**src/rtl/kbd_pkg.sv**
```systemverilog
// Shared keypad definitions: key code limits, entry FSM states and the
// default entry limits used by digit_entry_ctrl.
package kbd_pkg;

  // Largest key code that counts as a decimal digit.
  localparam logic [3:0] KEY_DIGIT_MAX = 4'd9;

  // Default confirm limit and idle timeout (10 s at 50 MHz).
  localparam int DEF_MAX_VALUE   = 20;
  localparam int DEF_TIMEOUT_CYC = 500000000;

  typedef enum logic [1:0] {
    ST_IDLE  = 2'd0,
    ST_ENTRY = 2'd1,
    ST_HOLD  = 2'd2
  } entry_state_e;

endpackage

```
**src/rtl/entry_idle_timer.sv**
```systemverilog
// Clearable idle up-counter with an expire pulse.
// Ports:
//   clk, rst_n  - clock, asynchronous active-low reset
//   clr_i       - return the count to 0 (wins over inc_i)
//   inc_i       - count one idle cycle
//   expire_o    - combinational: this increment is the TIMEOUT_CYC-th idle cycle
module entry_idle_timer #(
  parameter int TIMEOUT_CYC = 500000000
) (
  input  logic clk,
  input  logic rst_n,
  input  logic clr_i,
  input  logic inc_i,
  output logic expire_o
);

  localparam int TW = (TIMEOUT_CYC > 1) ? $clog2(TIMEOUT_CYC) : 1;
  localparam logic [TW-1:0] LAST = TW'(TIMEOUT_CYC - 1);

  logic [TW-1:0] cnt_q, cnt_d;

  assign expire_o = inc_i & ~clr_i & (cnt_q == LAST);

  always_comb begin
    cnt_d = cnt_q;
    if (clr_i || expire_o) cnt_d = '0;
    else if (inc_i)        cnt_d = cnt_q + TW'(1);
  end

  always_ff @(posedge clk or negedge rst_n) begin
    if (!rst_n) cnt_q <= '0;
    else        cnt_q <= cnt_d;
  end

endmodule

```
**src/rtl/digit_entry_ctrl.sv**
```systemverilog
// Keypad digit entry controller: assembles a decimal amount from digit
// strobes, validates it on confirm and offers it downstream via valid/ready.
// Enforces a digit limit and an inactivity timeout while in ENTRY.
// Optional macro DIGIT_ENTRY_AUTOCONFIRM_EN: a full entry confirms itself
// on the cycle after the last digit (clear/start still take priority).
// Ports:
//   clk, rst_n                      - clock, asynchronous active-low reset
//   key_value, press_num            - digit key code and its strobe
//   start, clear, confirm           - control strobes
//   entry_active, entry_value,      - live entry status for the display
//   digit_cnt
//   amount, amount_valid,           - confirmed amount handshake
//   amount_ready
//   err, timeout                    - one-cycle event pulses
module digit_entry_ctrl
  import kbd_pkg::*;
#(
  parameter int MAX_DIGITS  = 2,
  parameter int MAX_VALUE   = DEF_MAX_VALUE,
  parameter int VAL_W       = 7,
  parameter int TIMEOUT_CYC = DEF_TIMEOUT_CYC
) (
  input  logic             clk,
  input  logic             rst_n,
  input  logic [3:0]       key_value,
  input  logic             press_num,
  input  logic             start,
  input  logic             clear,
  input  logic             confirm,
  output logic             entry_active,
  output logic [VAL_W-1:0] entry_value,
  output logic [1:0]       digit_cnt,
  output logic [VAL_W-1:0] amount,
  output logic             amount_valid,
  input  logic             amount_ready,
  output logic             err,
  output logic             timeout
);

  localparam int            XW  = VAL_W + 4;
  localparam logic [XW-1:0] TEN = XW'(10);

  entry_state_e     state_q, state_d;
  logic [VAL_W-1:0] value_q, value_d;
  logic [1:0]       cnt_q, cnt_d;
  logic [VAL_W-1:0] amount_q, amount_d;
  logic             av_q, av_d;
  logic             err_q, err_d;
  logic             to_q, to_d;
  logic             act_q, act_d;
  logic [VAL_W-1:0] ev_q, ev_d;

  logic             tmr_clr, tmr_inc, tmr_expire;
  logic             full, do_confirm, digit_ok;
  logic [XW-1:0]    mac;

  entry_idle_timer #(.TIMEOUT_CYC(TIMEOUT_CYC)) u_timer (
    .clk      (clk),
    .rst_n    (rst_n),
    .clr_i    (tmr_clr),
    .inc_i    (tmr_inc),
    .expire_o (tmr_expire)
  );

  assign full = (int'(cnt_q) >= MAX_DIGITS);

`ifdef DIGIT_ENTRY_AUTOCONFIRM_EN
  assign do_confirm = confirm | full;
`else
  assign do_confirm = confirm;
`endif

  assign digit_ok = press_num && (key_value <= KEY_DIGIT_MAX) && !full;
  // Digit limit bounds the result, so truncating back to VAL_W is safe.
  assign mac      = {4'b0, value_q} * TEN + XW'(key_value);

  always_comb begin
    state_d  = state_q;
    value_d  = value_q;
    cnt_d    = cnt_q;
    amount_d = amount_q;
    av_d     = av_q;
    err_d    = 1'b0;
    to_d     = 1'b0;
    tmr_clr  = 1'b1;
    tmr_inc  = 1'b0;

    unique case (state_q)
      ST_IDLE: begin
        if (start) begin
          state_d = ST_ENTRY;
          value_d = '0;
          cnt_d   = '0;
        end
      end

      ST_ENTRY: begin
        tmr_clr = 1'b0;
        if (clear || start) begin
          value_d = '0;
          cnt_d   = '0;
          tmr_clr = 1'b1;
        end else if (do_confirm) begin
          tmr_clr = 1'b1;
          if (cnt_q == 2'd0) begin
            // Empty entry: nothing to submit, only counts as activity.
          end else if (value_q == '0 || int'(value_q) > MAX_VALUE) begin
            err_d   = 1'b1;
            value_d = '0;
            cnt_d   = '0;
          end else begin
            amount_d = value_q;
            av_d     = 1'b1;
            state_d  = ST_HOLD;
          end
        end else if (digit_ok) begin
          value_d = mac[VAL_W-1:0];
          cnt_d   = cnt_q + 2'd1;
          tmr_clr = 1'b1;
        end else begin
          // Rejected digits do not count as activity.
          tmr_inc = 1'b1;
          if (tmr_expire) begin
            to_d    = 1'b1;
            state_d = ST_IDLE;
            value_d = '0;
            cnt_d   = '0;
          end
        end
      end

      ST_HOLD: begin
        if (amount_ready) begin
          av_d    = 1'b0;
          state_d = ST_IDLE;
          value_d = '0;
          cnt_d   = '0;
        end
      end

      default: state_d = ST_IDLE;
    endcase

    act_d = (state_d == ST_ENTRY);
    unique case (state_d)
      ST_ENTRY: ev_d = value_d;
      ST_HOLD:  ev_d = amount_d;
      default:  ev_d = '0;
    endcase
  end

  always_ff @(posedge clk or negedge rst_n) begin
    if (!rst_n) begin
      state_q  <= ST_IDLE;
      value_q  <= '0;
      cnt_q    <= '0;
      amount_q <= '0;
      av_q     <= 1'b0;
      err_q    <= 1'b0;
      to_q     <= 1'b0;
      act_q    <= 1'b0;
      ev_q     <= '0;
    end else begin
      state_q  <= state_d;
      value_q  <= value_d;
      cnt_q    <= cnt_d;
      amount_q <= amount_d;
      av_q     <= av_d;
      err_q    <= err_d;
      to_q     <= to_d;
      act_q    <= act_d;
      ev_q     <= ev_d;
    end
  end

  assign entry_active = act_q;
  assign entry_value  = ev_q;
  assign digit_cnt    = cnt_q;
  assign amount       = amount_q;
  assign amount_valid = av_q;
  assign err          = err_q;
  assign timeout      = to_q;

endmodule

```
**config.mk**
```make
export PLATFORM = sky130hd
export DESIGN_NAME = digit_entry_ctrl
export DESIGN_NICKNAME = d
export VERILOG_FILES = /design/src/rtl/kbd_pkg.sv /design/src/rtl/entry_idle_timer.sv /design/src/rtl/digit_entry_ctrl.sv
export SDC_FILE = /design/constraint.sdc
export NUM_CORES = 1
export LEC_CHECK = 0
export ABC_AREA = 1
export ABC_CLOCK_PERIOD_IN_PS = 2800
export BUFFER_PORTS_ARGS = -buffer_cell sky130_fd_sc_hd__buf_2
export CORE_ASPECT_RATIO = 0.7
export CORE_MARGIN = 2
export CORE_UTILIZATION = 35
export DETAILED_ROUTE_END_ITERATION = 7
export GPL_ROUTABILITY_DRIVEN = 0
export PLACE_DENSITY = 0.48
export RECOVER_POWER = 25
export SYNTH_ARGS = -nofsm -noshare
export SYNTH_HDL_FRONTEND = slang
export SYNTH_SLANG_ARGS = --single-unit
```
**constraint.sdc**
```tcl
create_clock -name clk -period 2.8 [get_ports clk]
set_clock_uncertainty 0.15 [all_clocks]
set_input_delay 0.14 -clock clk [delete_from_list [all_inputs] [get_ports clk]]
set_output_delay 0.14 -clock clk [all_outputs]
set_load 0.02 [all_outputs]
```
==> impl_metrics.py, run 1 <==
metrics = {
    "status": {
        "status": "finished clean",
    },
    "clock_tree": {
        "cts-buffers-inserted": 9,
        "cts-root-buf": "clkbuf_16",
        "postCtsSetupRepairBufs": 0,
        "post_cts_resized": 0,
        "insertion_delay_ns": 0.33,
        "cts_tree": "done",
        "postCtsHoldBufs": 3,
        "cts.path.max_buffers": 2,
        "clk_pin_slew_ns": 0.06,
        "cts_sinks": 58,
        "htreeDepth": 3,
    },
    "final_layout": {
        "drive_gt1_share_pct": 16.60,
        "area_delta_synth_final_pct": 19.32,
        "fillerInstances": 997,
        "fin_nets": 532,
        "num_antenna_cells": 0,
        "fin_util_pct": 43.00,
    },
    "synth": {
        "synth-main-ff-cell": "dfrtp_1",
        "synth_top_area_cell": "dfrtp_1",
        "synth-seq-cells": 58,
        "ys_warn_count": 0,
        "synth_cell_types": 40,
        "netlist_area_um2": 3503,
        "yosys-top-cells-area": "dfrtp_1 41%, nand2_1 12%, nor2_1 6.7%, inv_1 5.3%, ha_1 4.3%",
        "synth_nets": 485,
        "ys_seq_area_share_pct": 41.43,
        "syn_avg_cell_area_um2": 7.616,
        "synth_top_area_share_pct": 41.43,
        "syn_inst": 460,
        "synth-edff-count": 0,
        "ys_async_sr_fraction_pct": 100.0,
    },
    "setup_path": {
        "worst-path-max-fanout": 8,
        "start_kind": "flop",
        "end_kind": "flop",
        "timing.rr.start": "digit_cnt[0]",
        "crit_path_start": "digit_cnt[0]",
        "critPathArrivalTime_ns": 2.63,
        "crit_type": "flop to flop",
        "reg2reg_slack_ns": 0.26,
        "cp.required_ns": 2.89,
    },
    "die": {
        "rows": 30,
        "die_x_um": 123.6,
        "coreArea_um2": 9722,
        "die_area_um2": 10840,
        "start_util_pct": 36.04,
        "io_pins": 31,
        "die_y_um": 87.71,
    },
    "routing": {
        "postRouteAntennaNets": 0,
        "via_count": 3132,
        "dr.pass1.iters": 5,
        "wl_met2_mm": 3.272,
        "wl_met3_um": 477,
        "routed_wl_mm": 9.084,
        "viasPerCell": 4.894,
        "top_layer": "met4",
        "wl_met1_mm": 5.271,
        "routedWlPerCell_um": 14.19,
        "drt_drc_violations_left": 0,
        "drt_iter0_markers": 251,
    },
    "sta": {
        "holdWs_ns": 0.05885,
        "slew_violations": 0,
        "setup_ws_ns": 0.2608,
        "hold_violations": 0,
        "timing.setup.tns_ns": 0,
        "rsz0062_at_grt": "false",
        "min_period_ns": 2.539,
        "post-route-period-util_pct": 90.68,
        "max_freq_mhz": 393.8,
        "tightest_slew_ns": 0.9115,
        "setup_viol": 0,
        "maxSlewHeadroom_pct": 39.23,
    },
    "global_route": {
        "grt_max_degree": 30,
        "grt-ovfl-total": 0,
        "grt_pass1_wl_mm": 15.20,
        "first_global_vias": 2875,
        "antenna_found_initial": 0,
        "grt_use_total_pct": 18.62,
    },
    "placed_design": {
        "port_buffers": 30,
        "dp_hpwl_mm": 7.024,
        "dpl_worst_slack_ns": 0.2778,
    },
    "hold_path": {
        "hp-class": "input pin to flop",
        "hp-start": "confirm",
    },
    "pwr": {
        "ir_worst_vdd_v": 0.0002771,
        "p_leak_nw": 1.922,
        "p_per_area_nw_per_um2": 674.2,
        "power_mw": 2.818,
    },
    "flow_run": {
        "max-cap-violations": 0,
    },
}
[layout make-up]
type	count	area [µm²]	area share [%]
Sequential cell	58	1451	34.72
Inverter	61	229.0	5.477
Clock inverter	7	101.3	2.424
Tap cell	128	160.2	3.831
Timing Repair Buffer	39	214.0	5.118
Clock buffer	9	225.2	5.388
Multi-Input combinational cell	338	1799	43.04
[critical path, stage by stage (launching register included)]
cell     delay, ns
dfrtp_1       0.39
inv_1         0.08
ha_1          0.19
nor2_1        0.14
nand2_1       0.08
nor2_2        0.25
nor2_2        0.09
nand3_2       0.17
nand3_1       0.10
o21ai_1       0.14
ha_1          0.39
nand2_1       0.11
a21oi_1       0.17
[flip-flops by register name (all words and copies together) (netlist names)]
name	flops
u_timer.cnt_q	29
amount	7
entry_value	7
value_q	7
digit_cnt	2
state_q	2
amount_valid	1
entry_active	1
err	1
timeout	1
[through the flow]
stage               std cells  area, µm²
floorplan                 460       3503
global placement          621       3835
detailed placement        621       3835
CTS                       640       4192
global route              640       4180
finish                    640       4180
[logic make-up after synthesis]
kind of cell	Yosys count	synth area share, %
AOI/OAI and AO/OA	49	7.679
xor gates and xnor gates	9	2.250
adders and majority gates	14	5.429
buffers and inverters	64	7.215
DFF	58	41.43
and+or+nand+nor	266	36.00
[power by group]
part / switching [mW] / leakage, nW / internal, mW
Combinational: 0.439 / 0.984 / 0.207
Clock: 0.415 / 0.153 / 0.785
Sequential: 0.0562 / 0.785 / 0.916
[routing by layer]
metal / track usage, % / vias to the layer above
li1: - / 1579
met1: 31.51 / 1473
met2: 21.83 / 76
met3: 4.818 / 4
met4: 5.372 / 0
met5: 0 / -
[synthesized netlist by cell type (2+ instances only)]
cell type	instances
fa_1	2
inv_1	49
nor4_1	6
o21a_1	2
ha_1	12
a21oi_1	25
nor3_1	13
nand2_2	5
nand3_2	2
nand4_1	7
nor2_2	5
nor2_1	63
nor3_4	2
nor3_2	3
clkinv_1	2
nand3_1	29
nand2_1	115
dfrtp_1	58
xor2_1	6
xnor2_1	3
a2bb2oi_1	2
or2_2	3
nor2_4	5
nand4_2	2
inv_2	10
o21ai_1	15
[path summary, 6_finish.rpt]
check | endpoint | cells past startpoint
max in group asynchronous | u_timer.cnt_q[23] | 3
min | state_q[0] | 4
min reg2reg | digit_cnt[0] | 1
max reg2reg | entry_value[0] | 12
min in group asynchronous | u_timer.cnt_q[6] | 2
max | entry_value[0] | 12
[cells in the final DEF, fill, tap and decap left out, types with 2 or more instances in the layout]
cell and count:
clkbuf_16 9, xor2_1 6, inv_1 49, nand2_1 115
o21a_1 2, or2_2 3, o21ai_1 15, a2bb2oi_1 2
nand4_1 7, dlygate4sd3_1 3, a21oi_1 25, inv_6 2
nor2_4 5, nor4_1 6, fa_1 2, clkinv_1 2
clkbuf_1 7, nand4_2 2, nor3_2 3, nand3_2 2
ha_1 12, nor3_4 2, inv_2 10, nand2_2 5
buf_4 5, clkinvlp_4 2, nor2_2 5, nand3_1 29
bufinv_16 2, nor3_1 13, nor2_1 63, buf_2 24
dfrtp_1 58, xnor2_1 3
Power figures use the tool's default switching activity.
==> run 2, diff against run 1 <==
--- a/config.mk
+++ b/config.mk
@@ -11,10 +11,13 @@
 export CORE_ASPECT_RATIO = 0.7
 export CORE_MARGIN = 2
 export CORE_UTILIZATION = 35
+export CTS_CLUSTER_DIAMETER = 100
 export DETAILED_ROUTE_END_ITERATION = 7
 export GPL_ROUTABILITY_DRIVEN = 0
+export GPL_TIMING_DRIVEN = 0
 export PLACE_DENSITY = 0.48
 export RECOVER_POWER = 25
+export SETUP_SLACK_MARGIN = 0.1
 export SYNTH_ARGS = -nofsm -noshare
 export SYNTH_HDL_FRONTEND = slang
 export SYNTH_SLANG_ARGS = --single-unit
==> run 2 against run 1 <==
The run now ends with max-capacitance violations left; count of clock-buffer cells in the layout up 1; setup slack better by 0.056 ns; critical path depth unchanged; critical path type unchanged; largest power group unchanged; highest routed layer unchanged.
==> impl_metrics.py, run 2 (synthesis results as in run 1) <==
metrics = {
    "status": {
        "status": "finished with violations",
        "violations": "max-capacitance violations",
    },
    "global_route": {
        "first_global_vias": 2776,
        "grt_use_total_pct": 18.52,
        "grt_max_degree": 59,
        "grt-ovfl-total": 0,
        "antenna_found_initial": 0,
        "grt_pass1_wl_mm": 14.95,
    },
    "final_layout": {
        "fin_nets": 529,
        "largest_register": "u_timer.cnt_q",
        "final_area_um2": 4135,
        "drive_gt1_share_pct": 14.15,
        "area_delta_synth_final_pct": 18.04,
        "num_antenna_cells": 0,
        "layout_commonest_cell": "nand2_1",
        "fin_util_pct": 42.54,
        "multi_input_area_um2": 1809,
        "layout_common_cells": "115 x nand2_1, 63 x nor2_1, 57 x dfrtp_1",
        "fillerInstances": 985,
        "final_cell_count_no_fill": 637,
        "largest_register_ffs": 29,
        "ff_latch_area_um2": 1453,
    },
    "pwr": {
        "ir_worst_vdd_v": 0.0002937,
        "p_leak_nw": 1.842,
        "p_per_area_nw_per_um2": 659.3,
        "swShare_pct": 33.02,
        "p_switching_mw": 0.9002,
        "clockPowerShare_pct": 41.1,
        "seqPwrFrac_pct": 35.8,
        "power_mw": 2.726,
        "p_comb_share_pct": 23.1,
        "internal-power_mw": 1.826,
    },
    "die": {
        "coreArea_um2": 9722,
        "die_y_um": 87.71,
        "die_area_um2": 10840,
        "rows": 30,
        "io_pins": 31,
        "die_x_um": 123.6,
        "start_util_pct": 36.04,
    },
    "placed_design": {
        "post_dp_cell_area_um2": 3814,
        "port_buffers": 30,
        "dp_hpwl_mm": 6.873,
        "place_inst": 618,
        "dpl_worst_slack_ns": 0.2750,
    },
    "clock_tree": {
        "clk_pin_slew_ns": 0.06,
        "htreeDepth": 3,
        "cts_tree": "done",
        "cts_sinks": 58,
        "cts.path.max_buffers": 2,
        "insertion_delay_ns": 0.33,
        "cts-buffers-inserted": 9,
        "cts-root-buf": "clkbuf_16",
    },
    "setup_path": {
        "end_kind": "flop",
        "crit_type": "flop to flop",
        "worst-path-max-fanout": 7,
        "cp.required_ns": 2.86,
        "critPathArrivalTime_ns": 2.55,
        "start_kind": "flop",
    },
    "routing": {
        "drt_drc_violations_left": 0,
        "dr.pass1.iters": 4,
        "postRouteAntennaNets": 0,
        "routedWlPerCell_um": 14.46,
        "routed_wl_mm": 9.208,
        "viasPerCell": 4.761,
        "drt_iter0_markers": 210,
        "via_count": 3033,
    },
    "sta": {
        "tightest_slew_ns": 1.500,
        "rsz0062_at_grt": "false",
        "setup_ws_ns": 0.3172,
        "min_period_ns": 2.483,
        "holdWs_ns": 0.06539,
        "maxSlewHeadroom_pct": 0.02353,
        "slew_violations": 0,
        "post-route-period-util_pct": 88.67,
        "hold_violations": 0,
        "timing.setup.tns_ns": 0,
        "max_freq_mhz": 402.8,
        "setup_viol": 0,
    },
    "hold_path": {
        "hp-class": "input pin to flop",
    },
    "flow_run": {
        "max-cap-violations": 1,
    },
}
-- run 2: changes by cell type in the layout (fill, tap and decap cells not counted), sizes merged --
cell	delta
buf	-17
bufinv	-1
clkbuf	+15
clkinv	+1
clkinvlp	+1
inv	-2
-- run 2: per-layer routing --
metal	share of wire [%]	global-route usage, %	up-vias
met4	1.3	5.579	0
met2	35	21.88	71
met5	0	0	-
met1	59	31.27	1369
met3	5.0	4.492	11
li1	-	-	1582
-- run 2: worst paths after layout --
check	slack (ns)	depth (start not counted)	from	endpoint
max	0.32	12	value_q[1]	entry_value[6]
min in group asynchronous	0.57	2	rst_n	u_timer.cnt_q[15]
max in group asynchronous	0.93	2	rst_n	value_q[3]
min	0.07	4	confirm	state_q[0]
max reg2reg	0.32	12	value_q[1]	entry_value[6]
min reg2reg	0.36	2	amount[6]	amount[6]
-- run 2: power by group through the flow --
stage          registers [mW]  logic [mW]  clock network (mW)
6_report                0.977       0.629                1.12
5_1_grt                 0.990       0.714                1.18
4_1_cts                 0.974       0.641                1.15
3_5_place_dp            0.987       0.636                   0
3_3_place_gp            0.987       0.633                   0
2_1_floorplan            1.05       0.362                   0
-- run 2: critical path, stage by stage (launching register included) --
cell and delay (ns):
dfrtp_1 0.47, ha_1 0.33, ha_1 0.19, inv_1 0.06, fa_1 0.45, nor2_1 0.19
inv_1 0.06, nand2_1 0.06, nand3_1 0.08, nand2_1 0.08, nand2_1 0.10, nand2_1 0.09
a21oi_1 0.06
-- run 2: final cells by class --
class,count,area share (%)
multi-input combinational,338,43.75
sequential,58,35.13
clock buffer,10,5.779
inverter,61,5.537
tap,128,3.873
timing repair buffer,33,3.752
clock inverter,6,1.604
buffer,3,0.5749
-- run 2: what timing repair did --
action / in CTS / in global routing
buffers inserted: 0 / 0
hold endpoints to repair: 2 / 58
setup endpoints to repair: 0 / 7
hold buffers: 2 / 1
resized for setup: 0 / 4
==> run 3, diff against run 2 <==
--- a/config.mk
+++ b/config.mk
@@ -8,7 +8,6 @@
 export ABC_AREA = 1
 export ABC_CLOCK_PERIOD_IN_PS = 2800
 export BUFFER_PORTS_ARGS = -buffer_cell sky130_fd_sc_hd__buf_2
-export CORE_ASPECT_RATIO = 0.7
 export CORE_MARGIN = 2
 export CORE_UTILIZATION = 35
 export CTS_CLUSTER_DIAMETER = 100
==> run 3 against run 2 <==
The run now ends clean; count of clock-buffer cells in the layout fell by 1; cell area fell by 2.7%; sequential cell count is the same; core utilization shrank 1.2 points; critical path depth up 1; fmax grew 1.8%; first-iteration DRC count is 33% lower; cell count up 0.78%; sequential power down 0.6%; non-clock buffer count unchanged; total power shrank 15%; setup slack better by 0.044 ns; largest cell class unchanged; highest routed layer unchanged.
==> impl_metrics.py, run 3 (synthesis results as in run 1) <==
metrics = {
    "status": {
        "status": "finished clean",
    },
    "sta": {
        "slew_violations": 0,
        "setup_viol": 0,
        "maxSlewHeadroom_pct": 2.492,
        "post-route-period-util_pct": 87.08,
        "rsz0062_at_grt": "false",
        "tightest_slew_ns": 1.463,
        "max_freq_mhz": 410.1,
        "min_period_ns": 2.438,
        "hold_violations": 0,
        "holdWs_ns": 0.03661,
        "timing.setup.tns_ns": 0,
    },
    "final_layout": {
        "largest_register_ffs": 29,
        "num_antenna_cells": 0,
        "fin_nets": 529,
        "largest_register": "u_timer.cnt_q",
        "area_delta_synth_final_pct": 14.89,
        "layout_commonest_cell": "nand2_1",
        "drive_gt1_share_pct": 15.72,
        "layout_common_cells": "115 x nand2_1, 63 x nor2_1, 58 x dfrtp_1",
    },
    "setup_path": {
        "start_kind": "flop",
        "cp.required_ns": 2.87,
        "end_kind": "flop",
        "critPathMaxStageDelay_ns": 0.48,
        "worstPathCellList": "ha_1, ha_1, inv_1, fa_1, xnor2_1, xnor2_1, inv_1, nand2_1, nand3_1, nand2_1, nand2_1, nand2_1, a21oi_1",
        "crit_family": "adder cells",
        "crit_path_frequent_cell": "nand2_1",
        "crit_type": "flop to flop",
        "slowest_stage": "dfrtp_1",
        "critPathArrivalTime_ns": 2.51,
        "worst-path-max-fanout": 7,
        "worst-path-buf-inv": 2,
    },
    "flow_run": {
        "max-cap-violations": 0,
    },
    "clock_tree": {
        "clk_pin_slew_ns": 0.08,
        "insertion_delay_ns": 0.34,
        "cts-root-buf": "clkbuf_8",
        "cts-buffers-inserted": 9,
        "cts.path.max_buffers": 2,
        "cts_tree": "done",
        "postCtsSetupRepairBufs": 0,
        "htreeDepth": 3,
        "cts_sinks": 58,
    },
    "routing": {
        "drt_drc_violations_left": 0,
        "routedWlPerCell_um": 13.19,
        "postRouteAntennaNets": 0,
        "via_count": 3064,
        "routed_wl_mm": 8.471,
        "dr.pass1.iters": 4,
        "drt_iter0_markers": 140,
        "viasPerCell": 4.773,
    },
    "die": {
        "die_area_um2": 10830,
        "rows": 36,
        "start_util_pct": 36.01,
        "coreArea_um2": 9729,
        "die_y_um": 104.0,
        "io_pins": 31,
        "die_x_um": 104.0,
    },
    "global_route": {
        "grt_use_total_pct": 16.52,
        "grt_max_degree": 59,
        "grt-ovfl-total": 0,
        "antenna_found_initial": 0,
        "first_global_vias": 2999,
        "grt_pass1_wl_mm": 14.43,
    },
    "placed_design": {
        "dp_hpwl_mm": 6.310,
        "port_buffers": 30,
    },
    "pwr": {
        "clockPowerShare_pct": 31.1,
        "p_leak_nw": 1.810,
        "p_per_area_nw_per_um2": 574.7,
        "swShare_pct": 37.59,
        "ir_worst_vdd_v": 0.0002557,
        "internal-power_mw": 1.443,
        "seqPwrFrac_pct": 42.0,
        "p_switching_mw": 0.8696,
        "p_comb_share_pct": 26.9,
    },
    "hold_path": {
        "hp-class": "input pin to flop",
    },
}
-- run 3: cell count changes in the layout (fill, tap and decap cells not counted), sizes merged --
cell	change
clkbuf	-10
clkinvlp	+2
clkinv	-1
bufinv	-1
buf	+9
inv	+1
-- run 3: worst reg2reg max path, cell delays in order, from the launching register on --
cell	delay [ns]
dfrtp_1	0.48
ha_1	0.32
ha_1	0.14
inv_1	0.05
fa_1	0.38
xnor2_1	0.17
xnor2_1	0.16
inv_1	0.07
nand2_1	0.06
nand3_1	0.06
nand2_1	0.07
nand2_1	0.08
nand2_1	0.07
a21oi_1	0.06
-- run 3: layer usage --
metal	wire, µm	track usage (%)	share of wire, %	vias to the layer above
met4	158	5.309	1.9	0
met5	0	0	0	-
li1	-	-	-	1575
met2	4245	28.43	50	51
met3	262	3.383	3.1	16
met1	3805	20.74	45	1422
-- run 3: path summary, 6_finish.rpt --
check	end	depth (start not counted)	slack (ns)	startpoint
min in group asynchronous	err	2	0.54	rst_n
hold / removal	state_q[0]	4	0.04	confirm
setup / recovery	entry_value[6]	13	0.36	value_q[3]
max in group asynchronous	amount[6]	2	1.08	rst_n
setup reg to reg	entry_value[6]	13	0.36	value_q[3]
hold reg to reg	digit_cnt[0]	1	0.36	digit_cnt[0]
-- run 3: metrics by stage --
step           setup WS [ns]  power [mW]  instances  instance area [µm²]  util (%)
2_1_floorplan         0.5618       1.415        460                 3503         -
3_3_place_gp          0.3137       1.610        623                 3820     39.26
3_5_place_dp          0.2953       1.614        623                 3820     39.26
4_1_cts               0.2469       2.351        641                 4019     41.31
5_1_grt               0.1585       2.477        642                 4025     41.37
6_report              0.3617       2.313        642                 4025     41.37
-- run 3: area by class of cell --
class | instances | area [µm²]
clock buffer | 9 | 123.9
buffer | 3 | 23.77
fill | 1077 | 5704
clock inverter | 7 | 55.05
sequential | 58 | 1451
tap | 133 | 166.4
timing repair buffer | 33 | 166.4
multi-input combinational | 338 | 1809
inverter | 61 | 229.0
-- run 3: timing repair --
item,CTS,global route
endpoints found under the setup margin,0,7
hold buffers,2,1
hold endpoints to repair,2,58
resized for setup,0,3
-- run 3: power groups by stage --
stage | combinational [mW] | clock [mW] | sequential, mW
2_1_floorplan | 0.362 | 0 | 1.05
3_3_place_gp | 0.624 | 0 | 0.987
3_5_place_dp | 0.627 | 0 | 0.988
4_1_cts | 0.630 | 0.749 | 0.972
5_1_grt | 0.708 | 0.785 | 0.984
6_report | 0.622 | 0.720 | 0.971
